--- src/rtl/perceptron_feeder.sv ---
// perceptron_feeder: serial-to-parallel operand loader for the perceptron datapath.
// Accepts (input, coeff) beats one per handshake, assembles N_INPUTS of them into
// two flattened buses and presents them under a valid/ready handshake.
// Optional feature macro: FEEDER_RESULT_CAPTURE_EN (captures the perceptron
// classification at the output handshake).
module perceptron_feeder #(
    parameter int unsigned N_INPUTS = 50,
    parameter int unsigned DATA_W   = 16
) (
    input  logic                               clk,
    input  logic                               rst,
    input  logic                               s_valid,
    output logic                               s_ready,
    input  logic [DATA_W-1:0]                  s_input,
    input  logic [DATA_W-1:0]                  s_coeff,
    input  logic                               s_last,
    input  logic                               abort,
    output logic [N_INPUTS*DATA_W-1:0]         inputs_bus,
    output logic [N_INPUTS*DATA_W-1:0]         coeffs_bus,
    output logic                               out_valid,
    input  logic                               out_ready,
`ifdef FEEDER_RESULT_CAPTURE_EN
    input  logic [2*DATA_W:0]                  classification,
    output logic [2*DATA_W:0]                  result,
    output logic                               result_valid,
`endif
    output logic                               load_error,
    output logic [$clog2(N_INPUTS+1)-1:0]      fill_count
);

    localparam int unsigned CW = $clog2(N_INPUTS + 1);
    localparam logic [CW-1:0] LastIdx = CW'(N_INPUTS - 1);

    typedef enum logic {
        StLoad,
        StFull
    } state_t;

    state_t state;

    // fill_count doubles as the write index: after k accepted beats both equal k.
    logic beat_ok;
    assign beat_ok = s_valid && s_ready && !abort;

    // Single FSM: loads slots in StLoad, holds and hands off the vector in StFull.
    always_ff @(posedge clk or posedge rst) begin
        if (rst) begin
            state        <= StLoad;
            fill_count   <= '0;
            inputs_bus   <= '0;
            coeffs_bus   <= '0;
            out_valid    <= 1'b0;
            load_error   <= 1'b0;
            s_ready      <= 1'b0;
`ifdef FEEDER_RESULT_CAPTURE_EN
            result       <= '0;
            result_valid <= 1'b0;
`endif
        end else begin
            load_error <= 1'b0;
`ifdef FEEDER_RESULT_CAPTURE_EN
            result_valid <= 1'b0;
`endif
            unique case (state)
                StLoad: begin
                    s_ready   <= 1'b1;
                    out_valid <= 1'b0;
                    if (abort) begin
                        // Abort wins over any beat presented in the same cycle.
                        fill_count <= '0;
                    end else if (beat_ok) begin
                        inputs_bus[int'(fill_count)*DATA_W +: DATA_W] <= s_input;
                        coeffs_bus[int'(fill_count)*DATA_W +: DATA_W] <= s_coeff;
                        if (fill_count == LastIdx) begin
                            // Vector complete by count; a missing s_last is flagged only.
                            state      <= StFull;
                            s_ready    <= 1'b0;
                            out_valid  <= 1'b1;
                            fill_count <= fill_count + CW'(1);
                            load_error <= !s_last;
                        end else if (s_last) begin
                            // Early last: drop the partial vector, stale slots remain.
                            fill_count <= '0;
                            load_error <= 1'b1;
                        end else begin
                            fill_count <= fill_count + CW'(1);
                        end
                    end
                end
                StFull: begin
                    if (out_ready) begin
                        state      <= StLoad;
                        out_valid  <= 1'b0;
                        fill_count <= '0;
                        s_ready    <= 1'b1;
`ifdef FEEDER_RESULT_CAPTURE_EN
                        result       <= classification;
                        result_valid <= 1'b1;
`endif
                    end
                end
                default: begin
                    state <= StLoad;
                end
            endcase
        end
    end

endmodule

--- config.mk ---
export PLATFORM = sky130hd
export DESIGN_NAME = perceptron_feeder
export DESIGN_NICKNAME = d
export VERILOG_FILES = /design/src/rtl/perceptron_feeder.sv
export SDC_FILE = /design/constraint.sdc
export NUM_CORES = 2
export LEC_CHECK = 0
export BUFFER_PORTS_ARGS = -buffer_cell sky130_fd_sc_hd__buf_2
export CORE_AREA = 2 2 647 649
export CTS_CLUSTER_DIAMETER = 200
export DETAILED_ROUTE_END_ITERATION = 12
export DIE_AREA = 0 0 649 651
export PLACE_DENSITY = 0.32
export SYNTH_ARGS = -nofsm -noshare
export SYNTH_HDL_FRONTEND = slang
export SYNTH_SLANG_ARGS = --single-unit
--- constraint.sdc ---
create_clock -name clk -period 68 [get_ports clk]
set_clock_uncertainty 0.2 [all_clocks]
set_input_delay 10.2 -clock clk [delete_from_list [all_inputs] [get_ports clk]]
set_output_delay 10.2 -clock clk [all_outputs]
set_load 0.05 [all_outputs]
==> metrics.yaml <==
critical_path:
  critPathCaptureType: "async pin"
  crit_required_ns: 68.69
  critPathLaunchType: "primary input"
  crit_fanout: 138
  worstPathArrival_ns: 15.36
  worst_r2r_path_depth: 8
  crit_type: "primary input to async pin"
global_routing:
  grt_max_degree: 159
  grt_overflow: 0
  grt_pass1_vias: 47308
  grt_first_pass_wirelength_mm: 505.8
  track_usage: 0.1791
  antenna_found_initial: 82
timing:
  layout_setup_ws_ns: 53.33
  rsz0062_at_grt: "no"
  fin_crit_sh: 0.2157
  fin_crit_ns: 14.67
  tightest_slew_ns: 1.301
  maxSlewViolCount: 0
  holdWs_ns: 0.2747
  fin_setup_tns_ns: 0
  slew_headroom: 0.1257
  finalHoldViolCount: 0
  max_freq_mhz: 68.19
  finalSetupViolCount: 0
logic_synthesis:
  postSynthNetCount: 4437
  netlist_instances: 4395
  seq_area_frac_synth: 0.6222
  synth_edf_count: 0
  synth.avg_cell_area_um2: 14.73
  ys.warnings.count: 0
  async_flop_share: 1.000
  synth.distinct_cells: 69
  synth_area_um2: 64750
  ys_ff_latch: 1610
  synth_ff_type: "dfrtp_1"
die:
  core_area_um2: 415400
  placementRows: 237
  die_h_um: 651
  io_pins: 1647
  dieArea_um2: 422500
  chipWidth_um: 649
  initial_core_util: 0.1559
finish:
  fin_nets: 6122
  final_common_cell: "buf_2"
  layout_common_cells: "buf_2, dfrtp_1, mux2_2, and3_1, clkbuf_16"
  synthToLayoutAreaGrowth_pct: 34.29
  drive_above_1_share: 0.5665
clock_network:
  clk_pin_slew_ns: 0.06
  cts_tree: "built"
  postCtsSetupBuffers: 0
  clock-sinks: 1610
  cts_root_buf: "clkbuf_16"
  worstSkewPairLatency_ns: 0.92
  hold_buffers: 0
  cts_buffer_depth: 4
  cts_buffers: 205
  htree_levels: 4
  post_cts_resized: 0
placement:
  place.gp.congestion: 0.7701
  dp_hpwl_mm: 281.2
  post-place-ws_ns: 52.22
  portBuffers: 1646
flow_run:
  max_cap_violations: 0
routing:
  firstDrtPassIters: 5
  drtIter0Drc: 2723
  routed_via_density: 3.858
  drc_errors: 0
  wire_per_inst_um: 33.08
  detail-route-antenna-nets: 1
  drt_wl_total_mm: 390.9
  vias: 45592
power:
  finalPower_mw: 2.278
  cellLeakagePower_nw: 46.93
  powerDensity_nw_per_um2: 26.20
  vdd_drop_max_mv: 0.02011
status:
  status: "finished with violations"
  violations: "antenna rules"
worst_hold_path:
  hold_path.class: "register to register"
  worst_hold_path.num_cells: 1
cells by family after synthesis:
| kind of cell | after synthesis | share of synthesized area |
|---|---|---|
| AOI/OAI and AO/OA | 161 | 0.01401 |
| buffers and inverters | 405 | 0.02844 |
| xor gates and xnor gates | 10 | 0.001585 |
| and+or+nand+nor | 671 | 0.06292 |
| adders and majority gates | 4 | 0.0007730 |
| muxes | 1534 | 0.2701 |
| DFF | 1610 | 0.6222 |
where the power goes:
part	internal (mW)	leakage (nW)	total (mW)	switching, mW
registers	0.969	22.0	0.974	0.00565
logic	0.0256	21.6	0.173	0.148
clock network	0.659	3.35	1.13	0.471
total	1.65	46.9	2.28	0.624
synth_stat cells (all sizes together), types with 3 or more instances:
| cell | instances | area, µm² |
|---|---|---|
| nor3 | 67 | 375.4 |
| nor2b | 3 | 18.77 |
| or4b | 4 | 40.04 |
| clkinv | 4 | 15.01 |
| xor2 | 4 | 42.55 |
| o21ai | 129 | 645.6 |
| a21oi | 5 | 40.04 |
| nand4 | 20 | 125.1 |
| clkbuf | 151 | 566.8 |
| nor3b | 6 | 56.31 |
| or4 | 4 | 30.03 |
| or2 | 4 | 25.02 |
| buf | 158 | 914.6 |
| ha | 4 | 50.05 |
| nor4b | 3 | 32.53 |
| nand2 | 89 | 351.6 |
| xnor2 | 6 | 60.06 |
| nand4b | 6 | 52.55 |
| and3 | 219 | 1370 |
| nand3 | 36 | 180.2 |
| nor4 | 23 | 332.8 |
| and2 | 122 | 763.2 |
| o31ai | 12 | 90.09 |
| inv | 92 | 345.3 |
| mux2i | 88 | 884.6 |
| nand2b | 5 | 38.78 |
| nor2 | 47 | 176.4 |
| dfrtp | 1610 | 40290 |
| or3 | 6 | 37.54 |
| mux2 | 1446 | 16600 |
state kept, by name, summed over array words and instances (netlist names):
signal,flops
out_valid,1
fill_count,6
load_error,1
state,1
s_ready,1
coeffs_bus,800
inputs_bus,800
critical path: stages:
cell and delay, ns:
buf_2 0.15, inv_8 0.44, buf_4 0.79, buf_4 0.68
buf_4 0.60, buf_4 0.64, buf_12 0.56, buf_4 0.79
final cells by class:
| cell class | instances | area (µm²) |
|---|---|---|
| antenna | 83 | 207.7 |
| fill | 44935 | 328500 |
| inverter | 96 | 367.9 |
| clock inverter | 60 | 704.4 |
| clock buffer | 304 | 6117 |
| timing repair buffer | 1787 | 9407 |
| tap | 5497 | 6878 |
| sequential | 1610 | 40290 |
| multi-input combinational | 2380 | 22980 |
path summary, 6_finish.rpt:
check | startpoint | end | slack, ns
worst max-delay path | rst | inputs_bus[427] | 53.33
worst min-delay path | coeffs_bus[765] | coeffs_bus[765] | 0.27
worst max register to register | fill_count[0] | inputs_bus[455] | 62.75
worst min register to register | coeffs_bus[765] | coeffs_bus[765] | 0.27
max in group clk | fill_count[3] | fill_count[3] | 55.33
min in group asynchronous | rst | inputs_bus[598] | 9.21
layer usage:
layer	track usage	routed length, µm	up-vias
met5	0	7	-
met4	0.04601	10980	2
met2	0.3121	194300	1692
met3	0.04756	30600	333
met1	0.2174	155000	24543
li1	-	-	19022
stage by stage:
stage / cells / instance area [µm²] / util
detailed placement: 11370 / 79930 / 0.1924
floorplan: 4395 / 64750 / -
global route: 11784 / 86870 / 0.2091
finish: 11817 / 86950 / 0.2093
CTS: 11734 / 86750 / 0.2088
global placement: 11369 / 79910 / 0.1923
(Power assumes the default switching activity.)
